--- src/rtl/meas_result_capture.sv ---
// meas_result_capture: waits for the measurement pipeline to settle after test end, snapshots all results.
// Define MEAS_AVG_DELAY_EN to add the serial SUM_DEL/RD_REQ divider driving avg_delay_o.
module meas_result_capture #(
  parameter int unsigned SETTLE_CYC    = 4,
  parameter int unsigned DRAIN_TIMEOUT = 1024
) (
  input  logic            clk_i,
  input  logic            rst_i,
  input  logic            test_start_i,
  input  logic            test_finish_i,
  input  logic            meas_busy_i,
  input  logic [7:0][31:0] meas_result_i,
  output logic [7:0][31:0] snap_result_o,
  output logic [31:0]     avg_delay_o,
  output logic            snap_valid_o,
  output logic            timeout_o,
  output logic            capture_busy_o
);
  typedef enum logic [2:0] {IDLE, ARMED, DRAIN, CAPTURE, DIVIDE, DONE} state_t;
  state_t state, state_nxt;
  logic [7:0] settle_cnt, settle_nxt;
  logic [15:0] drain_cnt, drain_nxt;
  logic settled, expired, busy_nxt, valid_nxt;
`ifdef MEAS_AVG_DELAY_EN
  logic [31:0] rem, quo, quo_nxt, rem_nxt;
  logic [32:0] trial;
  logic [4:0] div_cnt;
  logic div_zero, div_last;
  assign div_zero = snap_result_o[7] == '0;
  assign div_last = div_cnt == 5'd31;
  assign trial = {rem, quo[31]} - {1'b0, snap_result_o[7]};
  assign quo_nxt = {quo[30:0], ~trial[32]};
  assign rem_nxt = trial[32] ? {rem[30:0], quo[31]} : trial[31:0];
`endif
  assign settle_nxt = meas_busy_i ? 8'd0 : (settle_cnt == 8'hff ? settle_cnt : settle_cnt + 8'd1);
  assign drain_nxt = drain_cnt == 16'hffff ? drain_cnt : drain_cnt + 16'd1;
  assign settled = settle_nxt == 8'(SETTLE_CYC);
  assign expired = drain_nxt == 16'(DRAIN_TIMEOUT - 1);
  always_ff @(posedge clk_i or negedge rst_i)
    if (!rst_i) state <= IDLE;
    else state <= state_nxt;
  always_comb begin
    state_nxt = state;
    if (test_start_i) state_nxt = ARMED;
    else
      case (state)
        ARMED:   state_nxt = test_finish_i ? DRAIN : ARMED;
        DRAIN:   state_nxt = (settled || expired) ? CAPTURE : DRAIN;
`ifdef MEAS_AVG_DELAY_EN
        CAPTURE: state_nxt = DIVIDE;
        DIVIDE:  state_nxt = (div_zero || div_last) ? DONE : DIVIDE;
`else
        CAPTURE: state_nxt = DONE;
`endif
        default: state_nxt = state;
      endcase
  end
  always_comb begin
    busy_nxt = state_nxt inside {DRAIN, CAPTURE, DIVIDE};
    valid_nxt = state_nxt == DONE;
  end
  always_ff @(posedge clk_i or negedge rst_i)
    if (!rst_i) begin
      capture_busy_o <= 1'b0;
      snap_valid_o <= 1'b0;
      timeout_o <= 1'b0;
      snap_result_o <= '0;
      settle_cnt <= '0;
      drain_cnt <= '0;
    end else begin
      capture_busy_o <= busy_nxt;
      snap_valid_o <= valid_nxt;
      settle_cnt <= (state == DRAIN && !test_start_i) ? settle_nxt : 8'd0;
      drain_cnt <= (state == DRAIN && !test_start_i) ? drain_nxt : 16'd0;
      if (test_start_i) begin
        timeout_o <= 1'b0;
        snap_result_o <= '0;
      end else begin
        if (state == DRAIN && expired && !settled) timeout_o <= 1'b1;
        if (state == CAPTURE) snap_result_o <= meas_result_i;
      end
    end
`ifdef MEAS_AVG_DELAY_EN
  always_ff @(posedge clk_i or negedge rst_i)
    if (!rst_i) begin
      rem <= '0;
      quo <= '0;
      div_cnt <= '0;
      avg_delay_o <= '0;
    end else if (test_start_i) begin
      avg_delay_o <= '0;
    end else if (state == CAPTURE) begin
      rem <= '0;
      quo <= meas_result_i[6];
      div_cnt <= '0;
    end else if (state == DIVIDE) begin
      rem <= rem_nxt;
      quo <= quo_nxt;
      div_cnt <= div_cnt + 5'd1;
      if (div_zero) avg_delay_o <= '0;
      else if (div_last) avg_delay_o <= quo_nxt;
    end
`else
  assign avg_delay_o = '0;
`endif
endmodule

--- config.mk ---
export PLATFORM = sky130hd
export DESIGN_NAME = meas_result_capture
export DESIGN_NICKNAME = d
export VERILOG_FILES = /design/src/rtl/meas_result_capture.sv
export SDC_FILE = /design/constraint.sdc
export NUM_CORES = 1
export LEC_CHECK = 0
export ABC_AREA = 1
export CORE_AREA = 2 2 217 219
export CTS_CLUSTER_DIAMETER = 120
export CTS_CLUSTER_SIZE = 24
export DETAILED_ROUTE_END_ITERATION = 6
export DIE_AREA = 0 0 219 221
export GPL_TIMING_DRIVEN = 0
export PLACE_DENSITY = 0.67
export SLEW_MARGIN = 15
export SYNTH_ARGS = -nofsm -noshare
export SYNTH_HDL_FRONTEND = slang
export SYNTH_SLANG_ARGS = --single-unit
--- constraint.sdc ---
create_clock -name clk_i -period 4.08 [get_ports clk_i]
set_input_delay 0.612 -clock clk_i [delete_from_list [all_inputs] [get_ports clk_i]]
set_output_delay 0.612 -clock clk_i [all_outputs]
set_load 0.02 [all_outputs]
==> run summary <==
Status - completed
M1 wire length - 18600 microns
WL/cell - 17.3 microns
Worst Max-Slew Pin Slew - 0.842 ns
Multi-input logic area - 0.00448 sq mm
Core Region - 0.0461 sq mm
Met3 Wirelength - 3540 microns
Largest net degree at the start of global routing - 101
Post-cts sizing count - 0
Initial antenna violation count - 2
Crit end category - flop
Share of layout cells above drive strength 1 - 4.91%
Period minus WS final - 2.80 ns
Clock buffer depth - 3
Grt ovf - 0
Leading cell type in the layout, fill and taps excluded - clkdlybuf4s50_1
Hold endpoint - snap_result_o[5]
Syn Std Cell Area - 0.0124 sq mm
Max-slew violations - 0
Worst R2R Start - state[2]
Ranking of synthesized cells by area - dfrtp_1 58%, nand2_1 13%, nand3_1 13%, a21oi_1 5.0%, clkbuf_1 2.1%
Flops & latches, synth - 286
Total number of vias - 12160
1st-iter DRT viols - 658
Finished Layout Cells - 2623
Drt total wl - 45400 microns
Setup crit start kind - flop
Synthesized instance count - 1440
Hold path start - snap_result_o[5]
RePlAce Congestion - 0.893
Crit path DAT - 3.19 ns
Total power draw - 7.30 mW
Post-Place Cells - 2600
Hold Path Cell Cnt - 2
DRC viols - 0
Required time of the critical path - 4.46 ns
Fin crit share - 68.7%
Met2 Routed Length - 21800 microns
Die X - 219 microns
Via density - 4.64
Synth-to-Final Area Change - 53.8%
R2R setup slack - 1.28 ns
Die H - 221 microns
Synth top area share - 57.9%
Worst Reg-to-Reg Cells - 8
Rel. slew slack - 43.8%
Netlist cell types - 31
Detail Route Antenna Nets - 0
Worst hold path type - flop to flop
Post-synthesis sequential area ratio - 57.9%
Upper clock frequency limit - 0.357 GHz
Clk_lat worst skew - 0.52 ns
Max H-tree Level - 1
Fillers - 4561
Register Area - 0.00716 sq mm
Largest area contributor in the netlist - dfrtp_1
Die ar. - 0.0484 sq mm
TritonCTS clock tree - done
Number of detailed-route iterations in the first pass - 5
Num rows - 79
Port bufs - 519
Crit Path Max Fanout - 10
Final hold vios - 0
Clock sink count - 286
Clk_skew - 0.0162 ns
PwrDens - 384 mW/mm^2
Unrepaired setup endpoints after global routing - no
Setup-failing EPs final - 0
Critical path class - flop to flop
Vias in the first global route - 12079
CTS clk-pin slew, worst paths - 0.10 ns
Starting Density - 26.8%
Hold Buf Count CTS - 1
HPWL Detailed - 34800 microns
Max_cap viols - 0
CTS buffer count - 16
CTS root buf - clkbuf_16
Top Metal Used - met5
Nets - 2275
Synth warn - 0
Io pins - 552
First-pass GRT wire length - 69600 microns
Commonest cells after routing, fill and taps aside - 518 x clkdlybuf4s50_1, 434 x nand2_1, 314 x nand3_1
Worst VDD drop - 0.000257 V
Average size of a mapped cell - 8.59 sq um
Postcts setup bufs - 0
Worst R2R End - snap_result_o[4]
Setup TNS Final - 0 ns
Leakage - 8.61 nW
Gr usage total - 18.2%
==> worst max-delay path, stage by stage, from the launching register on <==
cell,delay [ns]
dfrtp_1,0.44
nor2_1,0.18
inv_1,0.06
nor2_1,0.62
inv_1,0.36
clkbuf_1,0.39
clkbuf_1,0.39
nand2_1,0.15
a21oi_1,0.07
==> stage by stage <==
stage	utilization [%]	hold WS, ns	instance area (sq um)	worst slack (ns)
after floorplan	-	0.316	12500	2.23
after global placement	40.0	0.485	18400	-10.21
after detailed placement	40.2	0.489	18500	0.700
after CTS	41.3	0.512	19000	0.954
after global routing	41.3	0.526	19000	0.826
final	41.3	0.508	19000	1.28
==> kinds of logic (layout without fill, tap and decap cells) <==
kind of cell | count (synthesis) | in the layout | synth area share, %
AND/OR/NAND/NOR | 822 | 822 | 28.9
flip-flops | 286 | 286 | 57.9
buffers and inverters | 183 | 727 | 6.80
AO/OA/AOI/OAI | 139 | 139 | 5.72
XOR/XNOR | 7 | 7 | 0.496
adder cells (fa/ha/maj) | 2 | 2 | 0.202
other | 1 | 33 | 0.0303
==> Yosys cell counts <==
master    instances
buf_1            12
ha_1              2
or2_2             2
buf_4            32
inv_1            41
nor2_4            2
nand4_1           3
nor3_1            1
xnor2_1           2
a21oi_1         123
buf_2            21
clkbuf_1         69
nor2_1           53
nand3b_1          1
o21ai_0          12
a21oi_2           1
nand2_4           2
nor2_8            1
and2_1            1
nand2_1         434
o21bai_1          3
nand3_1         314
dfrtp_1         286
nor2_2            4
xor2_1            5
clkinv_1          2
buf_6             1
inv_2             5
nand4_2           1
nand2_2           3
conb_1            1
==> state kept, by name, indices dropped and copies added (netlist names) <==
signal          flops
settle_cnt          8
state               3
snap_result_o     256
snap_valid_o        1
drain_cnt          16
timeout_o           1
capture_busy_o      1
==> cell type report <==
cell class	count	share of cell area, %
Sequential cell	286	37.6
Timing Repair Buffer	523	27.8
Multi-Input combinational cell	1002	23.6
Tap cell	607	3.99
Buffer	135	3.47
Clock buffer	18	2.26
Inverter	48	0.947
Clock inverter	3	0.303
Antenna cell	1	0.0132
==> how the worst max path moves through the flow <==
stage	startpoint	endpoint	slack, ns	cells after the start
6_report	state[2]	snap_result_o[4]	1.28	8
3_3_place_gp	rst_i	snap_result_o[65]	-10.21	1
3_5_place_dp	test_start_i	snap_result_o[58]	0.70	5
5_1_grt	state[2]	snap_result_o[59]	0.83	8
4_1_cts	state[2]	snap_result_o[59]	0.95	8
2_1_floorplan	drain_cnt[0]	timeout_o	2.23	14
==> per-layer routing <==
metal  global-route usage, %  up-vias
li1                        -     5759
met1                    22.7     5895
met2                    30.6      437
met3                    5.20       67
met4                    5.36        2
met5                       0        -
==> where the power goes <==
group          leakage (nW)  total [mW]  switching (mW)  internal, mW
sequential             3.93        3.28           0.170          3.11
combinational          4.45        2.20            1.26         0.941
clock                 0.238        1.82           0.989         0.833
No activity file was read; power rests on OpenSTA's default activity.
